File: src/rtl/efpga_resp_pkg.sv
// Shared definitions for the eFPGA custom-instruction responder:
// operator codes, FSM state encoding and the accumulate helper.
// Optional feature macro: EFPGA_MAC_SAT_EN (saturating MAC accumulate).
package efpga_resp_pkg;

  localparam logic [1:0] OP_ADD = 2'b00;
  localparam logic [1:0] OP_MUL = 2'b01;
  localparam logic [1:0] OP_MAC = 2'b10;
  localparam logic [1:0] OP_WR  = 2'b11;

  typedef enum logic [1:0] {
    ST_IDLE = 2'd0,
    ST_MUL  = 2'd1,
    ST_DONE = 2'd2
  } state_e;

  // Accumulator update for the MAC operation: unsigned-saturating when
  // EFPGA_MAC_SAT_EN is defined, wrapping modulo 2^32 otherwise.
  function automatic logic [31:0] mac_accumulate(input logic [31:0] acc,
                                                 input logic [31:0] prod);
`ifdef EFPGA_MAC_SAT_EN
    logic [32:0] sum;
    sum = {1'b0, acc} + {1'b0, prod};
    mac_accumulate = sum[32] ? 32'hFFFF_FFFF : sum[31:0];
`else
    mac_accumulate = acc + prod;
`endif
  endfunction

endpackage

File: src/rtl/efpga_op_responder_if.sv
// Handshake/data bundle between the core-side requester (master) and the
// fabric-side responder (slave).
interface efpga_op_responder_if;
  logic        en;
  logic [1:0]  operator;
  logic        write_strobe;
  logic [31:0] operand_a;
  logic [31:0] operand_b;
  logic [31:0] result_a;
  logic [31:0] result_b;
  logic [31:0] result_c;
  logic        efpga_done;
  logic        busy;

  modport master (
    output en, operator, write_strobe, operand_a, operand_b,
    input  result_a, result_b, result_c, efpga_done, busy
  );

  modport slave (
    input  en, operator, write_strobe, operand_a, operand_b,
    output result_a, result_b, result_c, efpga_done, busy
  );
endinterface

File: src/rtl/efpga_iter_mul.sv
// Iterative shift-add multiplier retiring MUL_STEP multiplier bits per cycle.
// 'start' loads the operands; 'valid' is high during the final step, when
// 'product' already contains the complete low 32 bits of a*b.
module efpga_iter_mul #(
  parameter int unsigned MUL_STEP = 4
) (
  input  logic        clk_i,
  input  logic        rst_ni,
  input  logic        start,
  input  logic [31:0] a,
  input  logic [31:0] b,
  output logic [31:0] product,
  output logic        valid
);

  localparam int unsigned STEPS = 32 / MUL_STEP;
  localparam int unsigned CW    = $clog2(STEPS);
  localparam logic [CW-1:0] LAST_CNT = CW'(STEPS - 1);

  logic [31:0]   a_sh_r;
  logic [31:0]   b_sh_r;
  logic [31:0]   partial_r;
  logic [CW-1:0] cnt_r;
  logic          run_r;
  logic [31:0]   term_s;
  logic          last_s;

  // Partial product contributed by the low MUL_STEP bits of the multiplier.
  always_comb begin
    term_s = a_sh_r * 32'(b_sh_r[MUL_STEP-1:0]);
    last_s = run_r && (cnt_r == LAST_CNT);
  end

  assign product = partial_r + term_s;
  assign valid   = last_s;

  // Operand shift registers, running sum and step counter.
  always_ff @(posedge clk_i or negedge rst_ni) begin
    if (!rst_ni) begin
      a_sh_r    <= 32'd0;
      b_sh_r    <= 32'd0;
      partial_r <= 32'd0;
      cnt_r     <= '0;
      run_r     <= 1'b0;
    end else if (start) begin
      a_sh_r    <= a;
      b_sh_r    <= b;
      partial_r <= 32'd0;
      cnt_r     <= '0;
      run_r     <= 1'b1;
    end else if (run_r) begin
      a_sh_r    <= a_sh_r << MUL_STEP;
      b_sh_r    <= b_sh_r >> MUL_STEP;
      partial_r <= partial_r + term_s;
      cnt_r     <= cnt_r + CW'(1);
      if (last_s) begin
        run_r <= 1'b0;
      end
    end
  end

endmodule

File: src/rtl/efpga_op_responder.sv
// Fabric-side responder for the eFPGA custom-instruction handshake.
// Detects the rising edge of en, runs add / iterative multiply / MAC /
// accumulator write, and returns results with a one-cycle done pulse.
// Optional feature macro: EFPGA_MAC_SAT_EN (saturating MAC accumulate).
module efpga_op_responder
  import efpga_resp_pkg::*;
#(
  parameter int unsigned MUL_STEP = 4
) (
  input  logic                  clk_i,
  input  logic                  rst_ni,
  efpga_op_responder_if.slave   bus
);

  state_e      state_r;
  state_e      state_nxt_s;
  logic        en_q_r;
  logic        start_s;
  logic        mul_start_s;
  logic [1:0]  op_r;
  logic [31:0] acc_r;
  logic [31:0] res_a_r;
  logic [31:0] res_b_r;
  logic [31:0] res_c_r;
  logic [31:0] mul_product_s;
  logic        mul_valid_s;
  logic [31:0] mac_sum_s;

  assign start_s   = bus.en & ~en_q_r;
  assign mac_sum_s = mac_accumulate(acc_r, mul_product_s);

  efpga_iter_mul #(
    .MUL_STEP (MUL_STEP)
  ) u_mul (
    .clk_i   (clk_i),
    .rst_ni  (rst_ni),
    .start   (mul_start_s),
    .a       (bus.operand_a),
    .b       (bus.operand_b),
    .product (mul_product_s),
    .valid   (mul_valid_s)
  );

  // FSM state register.
  always_ff @(posedge clk_i or negedge rst_ni) begin
    if (!rst_ni) begin
      state_r <= ST_IDLE;
    end else begin
      state_r <= state_nxt_s;
    end
  end

  // Next-state logic; starts are honoured only from IDLE.
  always_comb begin
    state_nxt_s = state_r;
    mul_start_s = 1'b0;
    case (state_r)
      ST_IDLE: begin
        if (start_s) begin
          if ((bus.operator == OP_MUL) || (bus.operator == OP_MAC)) begin
            state_nxt_s = ST_MUL;
            mul_start_s = 1'b1;
          end else begin
            state_nxt_s = ST_DONE;
          end
        end else begin
          state_nxt_s = ST_IDLE;
        end
      end
      ST_MUL: begin
        if (mul_valid_s) begin
          state_nxt_s = ST_DONE;
        end else begin
          state_nxt_s = ST_MUL;
        end
      end
      ST_DONE: state_nxt_s = ST_IDLE;
      default: state_nxt_s = ST_IDLE;
    endcase
  end

  // Edge detector, operator latch, accumulator and result registers.
  always_ff @(posedge clk_i or negedge rst_ni) begin
    if (!rst_ni) begin
      en_q_r  <= 1'b0;
      op_r    <= OP_ADD;
      acc_r   <= 32'd0;
      res_a_r <= 32'd0;
      res_b_r <= 32'd0;
      res_c_r <= 32'd0;
    end else begin
      en_q_r <= bus.en;
      if ((state_r == ST_IDLE) && start_s) begin
        op_r <= bus.operator;
        case (bus.operator)
          OP_ADD: res_a_r <= bus.operand_a + bus.operand_b;
          OP_WR: begin
            res_a_r <= bus.operand_a;
            if (bus.write_strobe) begin
              acc_r <= bus.operand_a;
            end
          end
          default: begin
            // Multiply/MAC results are written when the multiplier finishes.
          end
        endcase
      end else if ((state_r == ST_MUL) && mul_valid_s) begin
        if (op_r == OP_MUL) begin
          res_b_r <= mul_product_s;
        end else if (op_r == OP_MAC) begin
          acc_r   <= mac_sum_s;
          res_c_r <= mac_sum_s;
        end
      end
    end
  end

  assign bus.result_a   = res_a_r;
  assign bus.result_b   = res_b_r;
  assign bus.result_c   = res_c_r;
  assign bus.efpga_done = (state_r == ST_DONE);
  assign bus.busy       = (state_r != ST_IDLE);

endmodule

File: src/flat_wrapper.sv
// flat-port wrapper written by rule: the top's interface ports become plain ports
module efpga_op_responder_flat import efpga_resp_pkg::*;
#(
  parameter int unsigned MUL_STEP = 4
)
  (clk_i, rst_ni, bus_en, bus_operator, bus_write_strobe, bus_operand_a, bus_operand_b, bus_result_a, bus_result_b, bus_result_c, bus_efpga_done, bus_busy);
  efpga_op_responder_if bus_i ();
  input  logic clk_i;
  input  logic rst_ni;
  input wire logic [$bits(bus_i.en)-1:0] bus_en;
  input wire logic [$bits(bus_i.operator)-1:0] bus_operator;
  input wire logic [$bits(bus_i.write_strobe)-1:0] bus_write_strobe;
  input wire logic [$bits(bus_i.operand_a)-1:0] bus_operand_a;
  input wire logic [$bits(bus_i.operand_b)-1:0] bus_operand_b;
  output wire logic [$bits(bus_i.result_a)-1:0] bus_result_a;
  output wire logic [$bits(bus_i.result_b)-1:0] bus_result_b;
  output wire logic [$bits(bus_i.result_c)-1:0] bus_result_c;
  output wire logic [$bits(bus_i.efpga_done)-1:0] bus_efpga_done;
  output wire logic [$bits(bus_i.busy)-1:0] bus_busy;
  assign bus_i.en = bus_en;
  assign bus_i.operator = bus_operator;
  assign bus_i.write_strobe = bus_write_strobe;
  assign bus_i.operand_a = bus_operand_a;
  assign bus_i.operand_b = bus_operand_b;
  assign bus_result_a = bus_i.result_a;
  assign bus_result_b = bus_i.result_b;
  assign bus_result_c = bus_i.result_c;
  assign bus_efpga_done = bus_i.efpga_done;
  assign bus_busy = bus_i.busy;
  efpga_op_responder #(.MUL_STEP(MUL_STEP)) u_core (.clk_i(clk_i), .rst_ni(rst_ni), .bus(bus_i));
endmodule
File: config.mk
export PLATFORM = sky130hd
export DESIGN_NAME = efpga_op_responder_flat
export DESIGN_NICKNAME = d
export VERILOG_FILES = /design/src/rtl/efpga_resp_pkg.sv /design/src/rtl/efpga_op_responder_if.sv /design/src/rtl/efpga_iter_mul.sv /design/src/rtl/efpga_op_responder.sv /design/src/flat_wrapper.sv
export SDC_FILE = /design/constraint.sdc
export NUM_CORES = 1
export LEC_CHECK = 0
export ABC_AREA = 1
export BUFFER_PORTS_ARGS = -buffer_cell sky130_fd_sc_hd__buf_4
export CAP_MARGIN = 40
export CORE_ASPECT_RATIO = 0.8
export CORE_MARGIN = 4
export CORE_UTILIZATION = 65
export CTS_BUF_LIST = sky130_fd_sc_hd__clkbuf_4
export DETAILED_ROUTE_END_ITERATION = 8
export GPL_TIMING_DRIVEN = 1
export PLACE_DENSITY = 0.86
export SLEW_MARGIN = 5
export SYNTH_ARGS = -nofsm -noshare
export SYNTH_HDL_FRONTEND = slang
export SYNTH_HIERARCHICAL = 1
export SYNTH_SLANG_ARGS = --single-unit
File: constraint.sdc
create_clock -name clk_i -period 12.29 [get_ports clk_i]
set_clock_uncertainty 0.05 [all_clocks]
set_input_delay 0 -clock clk_i [delete_from_list [all_inputs] [get_ports clk_i]]
set_output_delay 0 -clock clk_i [all_outputs]
set_load 0.005 [all_outputs]
; Word-level counts from Yosys, hierarchy flattened
; Index checks and enable logic that the tools add are counted.
[word_totals]
reg_bits = 233
inputBits = 70
out_inout_bits = 98
word_cells = 72
[classes]
addsub = 4
n_mul = 1
n_eq_ne = 11
n_mux = 25
bitwise = 4
n_reduce_logical = 15
[ops]
columns = operator, n
row1 = $mux 32, 12
row2 = $add 32x32->32, 3
row3 = $pmux 32 s2, 1
row4 = $mul 32x4->32, 1
row5 = $reduce_bool 2->1, 5
row6 = $eq 2x2->1 const B, 4
row7 = $eq 2x1->1 const B, 3
row8 = $mux 1, 6
row9 = $mux 2, 3
row10 = $mux 3, 2
row11 = $reduce_and 5->1, 1
row12 = $logic_not 2->1, 2
row13 = $ne 2x2->1 const B, 2
row14 = $pmux 2 s2, 1
row15 = $reduce_and 4->1, 1
row16 = $add 3x1->3 const B, 1
row17 = $eq 3x3->1 const B, 1
row18 = $logic_and 1x1->1, 3
row19 = $not 1->1, 3
row20 = $reduce_and 3->1, 1
row21 = $ne 2x1->1 const B, 1
row22 = $reduce_and 2->1, 1
row23 = $and 1x1->1, 1
row24 = $logic_or 1x1->1, 1

; Logic depth before layout (Yosys ltp)
[logic_depth]
ltp_word = 7
ltp_mapped = 33
depth_no_buf = 31

; By module
; The synthesis kept the hierarchy.
[modules_own_cells]
columns = module, n_inst, cells_each, area_each_um2, seq_area_each_um2
row1 = efpga_op_responder, 1, 1617, 10329.9, 3328.2
row2 = efpga_iter_mul, 1, 1380, 9650.5, 2502.4

; Least setup slack after synthesis
; No wires, ideal clock.
[synth_timing]
path_type = register to register
start = register u_core.u_mul.b_sh_r[3]
end = register u_core.acc_r[28]
setup_ps = 117
arrival_ps = 4878
required_ps = 12123
slack_ps = 7245
path_stages_with_launch = 29
n_path_buf = 2
period_less_slack_ps = 5045
path_cell_list = dfrtp_1 -> clkbuf_1 -> buf_1 -> nand2_1 -> fa_1 -> fa_1 -> fa_1 -> inv_1 -> ha_1 -> nand2_1 -> nand2_1 -> nand2_1 -> nand3_2 -> nand2_1 -> nand2_2 -> nand2_1 -> nand3b_1 -> and2_1 -> ha_1 -> nand2_1 -> inv_1 -> a21oi_1 -> nand2_1 -> a21oi_1 -> nand2_1 -> nand2_1 -> nand3_1 -> nand2_1 -> nand2_1
[synth_between]
elab_chain_cells = 7
[synth_lines]
columns = item, line
row1 = "start, declared", efpga_iter_mul.sv:21  ; logic [31:0] b_sh_r;
row2 = "start signal, assigned", efpga_iter_mul.sv:53  ; b_sh_r <= b_sh_r >> MUL_STEP;
row3 = $mul 32x4->32, efpga_iter_mul.sv:30  ; term_s = a_sh_r * 32'(b_sh_r[MUL_STEP-1:0]);
row4 = $add 32x32->32, efpga_iter_mul.sv:34  ; assign product = partial_r + term_s;
row5 = net u_core.mul_product_s[18], efpga_op_responder.sv:25  ; logic [31:0] mul_product_s;
row6 = $add 32x32->32, efpga_resp_pkg.sv:26  ; mac_accumulate = acc + prod;
row7 = $mux 32, efpga_op_responder.sv:110  ; end else if (op_r == OP_MAC) begin
row8 = $mux 32, efpga_op_responder.sv:108  ; if (op_r == OP_MUL) begin
row9 = $mux 32, efpga_op_responder.sv:107  ; end else if ((state_r == ST_MUL) && mul_valid_s) begin
row10 = $mux 32, efpga_op_responder.sv:93  ; if ((state_r == ST_IDLE) && start_s) begin
row11 = "end signal, assigned", efpga_op_responder.sv:100  ; acc_r <= bus.operand_a;
row12 = "end signal, assigned", efpga_op_responder.sv:111  ; acc_r <= mac_sum_s;
row13 = "end, declared", efpga_op_responder.sv:21  ; logic [31:0] acc_r;
; The timed path passes the listed nets, and every way through them passes these cells. The select of a mux whose other input is x is not followed.
; A chain may end at the register's enable or synchronous reset.

; Final worst setup path
[layout_timing]
start = register u_core.u_mul.b_sh_r[1]
end = register u_core.res_c_r[28] (netlist: u_core/bus.result_c[28])
[layout_between]
elab_chain_cells = 3
[layout_lines]
columns = item, line
row1 = $mul 32x4->32, efpga_iter_mul.sv:30
row2 = $add 32x32->32, efpga_iter_mul.sv:34
row3 = net u_core.mul_product_s[27], efpga_op_responder.sv:25
row4 = $add 32x32->32, efpga_resp_pkg.sv:26
row5 = "end signal, assigned", efpga_op_responder.sv:112  ; res_c_r <= mac_sum_s;
row6 = "end, declared", efpga_op_responder.sv:24  ; logic [31:0] res_c_r;
; The timed path passes the listed nets, and every way through them passes these cells.

==> reports/summary.txt <==
Mapped Cells - 2,997
WHS Endpoint - u_core/u_mul/b_sh_r[20]
Clock transition at path regs - 80 ps
Post-DRT Antenna Nets - 0
Post-synth EDFFs - 0
Die height - 164.8 um
Clock share of power - 10.4%
FF+latch count, synth - 233
Wirelength per Cell - 19.93 um
1st-iter DRT viols - 2,924
Sequential Power Share - 18.5%
Leading area contributor after synthesis - dfrtp_1
Origin of the critical flop-to-flop path - u_core/u_mul/b_sh_r[1]
Worst min-delay path category - input pin to register
Synth top area share - 29.18%
# setup viols final - 0
Worst-Skew Late Latency - 800 ps
Synthesized area - 0.01998 mm^2
Die ar. - 0.03363 mm^2
Psw - 4021 uW
All-Layer GR Usage - 44.18%
Fin crit period - 6047 ps
Total routed wirelength - 74.10 mm
Reg2Reg Depth - 27
Internal Power - 3147 uW
Cell with the most instances after synthesis - nand2_1
Rows - 57
CP peak stage delay - 690 ps
First-pass GRT wire length - 114.3 mm
Hold depth - 4
RSZ-0062 raised after global routing - false
H-Tree Level Count - 2
Critical Path Fanout Max - 20
Post-synthesis sequential area ratio - 29.18%
Clock root cell - clkbuf_4
Final hold violation count - 0
Initial antenna violation count - 6
Cts bufs inserted - 59
GPL Wtd Cong - 1.075
Crit path required time - 12,910 ps
Logic pwr share - 71.1%
Crit path max-delay cell type - dfrtp_1
VDD IR max - 0.2283 mV
Largest net degree at the start of global routing - 111
DRC - 0
Vias in the first global route - 20,590
Leak - 0.01436 uW
Slew Limit Headroom - 42.46%
FILL cells - 2,262
Reg-to-Reg End - u_core/bus.result_c[28]
Hpwl dp - 55.30 mm
Via density - 5.675
Die span in x - 204.0 um
F_max - 0.1654 GHz
Core area - 0.03031 mm^2
Share of layout cells above drive strength 1 - 10.69%
Initial DRT Pass Iterations - 6
Crit-path leading delay family - simple AND/OR/NAND/NOR gates
TritonCTS clock tree - built
Final Cycle Share - 49.20%
Measured slew at the worst slew-check pin - 861.8 ps
Power per cell area - 306.6 mW/mm^2
Sw Share - 56.10%
HP Start - bus_operand_b[20]
Maximum Capacitance Violations - 0
Most common cell on crit path - nand2_1
Critical Path Start Type - register
Setup_tns - 0 ps
Worst path arrival time - 6670 ps
Vias - 21,100
CP bufs+invs - 4
CTS resizes - 0
Setup Crit Path Kind - register to register
Clock sinks - 233
Top cells by area, synth - dfrtp_1 (29%), nand2_1 (21%), inv_1 (12%), fa_1 (8.8%), ha_1 (6.3%)
I/O Pins - 168
Initial core utilization - 65.92%
P&R area growth vs syn - 17.03%
Final net count - 3,510
Final global-route overflow total - 0
Outcome - finished clean
Net Count, Synth - 3,255
Port buffer count - 167
Yosys warning total - 6
Finished Core Util - 77.14%
Synth top cells by count - nand2_1 (1,127), inv_1 (657), dfrtp_1 (233)
Distinct cell type count of the synthesized netlist - 41
Max-slew violation count - 0
Reg2Reg Setup Slack - 6240 ps
Asr flop ratio synth - 100.0%
CP Capture Type - register
Primary FF master, synth - dfrtp_1
Synthesized area per cell - 6.667 um^2
Clock tree buffer depth - 3
## registers in the layout (all words and copies together), names as in the netlist
signal / count
u_core/u_mul/cnt_r: 3
u_core/bus.result_c: 32
u_core/en_q_r: 1
u_core/state_r: 2
u_core/op_r: 2
u_core/u_mul/run_r: 1
u_core/u_mul/partial_r: 32
u_core/bus.result_a: 32
u_core/bus.result_b: 32
u_core/u_mul/b_sh_r: 32
u_core/u_mul/a_sh_r: 32
u_core/acc_r: 32
## cells by family after synthesis
logic type                 after synthesis  share of synthesized area, %
adders and majority gates              188                         15.08
and+or+nand+nor                       1498                         30.06
xor gates and xnor gates                36                         1.578
AOI/OAI and AO/OA                      271                         8.153
muxes                                   32                         1.804
buffers and inverters                  739                         14.14
DFF                                    233                         29.18
## how the worst max path moves through the flow
stage | cells after the start | slack, ps | start | end
floorplan | 28 | 7250 | u_core/u_mul/b_sh_r[3] | u_core/acc_r[28]
global placement | 26 | 6130 | u_core/u_mul/b_sh_r[1] | u_core/acc_r[28]
detailed placement | 27 | 6430 | u_core/u_mul/b_sh_r[1] | u_core/acc_r[28]
CTS | 27 | 6470 | u_core/u_mul/b_sh_r[1] | u_core/bus.result_c[28]
global route | 27 | 5940 | u_core/u_mul/b_sh_r[1] | u_core/bus.result_c[30]
finish | 27 | 6240 | u_core/u_mul/b_sh_r[1] | u_core/bus.result_c[28]
## cell usage in the layout (no fill, tap or decap), types with 31 or more instances in the layout
master         count
nand2_1         1127
inv_1            657
dfrtp_1          233
buf_4            176
nor2_1           160
nand3_1          129
a21oi_1          126
ha_1             100
fa_1              88
clkbuf_4          84
dlygate4sd3_1     84
o21ai_0           45
mux2_2            32
o221ai_1          31
## power groups by stage
stage               combinational (uW)  clock (uW)  sequential [uW]
finish                            5100         743             1330
floorplan                         3330           0             1240
global placement                  4630           0             1340
detailed placement                4820           0             1310
CTS                               4910         742             1310
global route                      5630         790             1350
## cell type report
type	instances	area, um^2	share of cell area, %
inverter	664	2492	10.66
tap	413	516.7	2.210
timing repair buffer	269	2370	10.13
multi-input combinational	2025	11340	48.52
sequential	233	5831	24.94
antenna	4	10.01	0.04281
clock inverter	26	187.7	0.8027
clock buffer	84	630.6	2.697
## worst min-delay path: stages
cell	delay (ps)
dlygate4sd3_1	520
buf_4	130
nand2_1	60
o221ai_1	60
## routing by layer
metal,global-route usage [%],up-vias,wire length (um)
met3,17.02,247,11150
li1,-,9578,-
met2,64.86,1507,30900
met5,0.7440,-,24
met1,59.12,9764,28670
met4,18.05,4,3353
## timing repair
item | CTS | global route
hold buffers | 85 | 0
setup buffers | 0 | 0
setup endpoints to repair | 0 | 0
endpoints found under the hold margin | 242 | 0
## stage by stage
step / std cells / hold slack, ps / setup slack (ps) / cell area [um^2] / total power (uW)
2_1_floorplan: 2997 / -345.6 / 7245 / 19980 / 4564
3_3_place_gp: 3512 / 67.23 / 6135 / 21520 / 5966
3_5_place_dp: 3519 / 71.48 / 6429 / 21690 / 6139
4_1_cts: 3714 / 2.045 / 6469 / 23370 / 6963
5_1_grt: 3716 / 18.41 / 5937 / 23380 / 7764
6_report: 3718 / 31.78 / 6243 / 23380 / 7168
No activity file was read; power rests on OpenSTA's default activity.
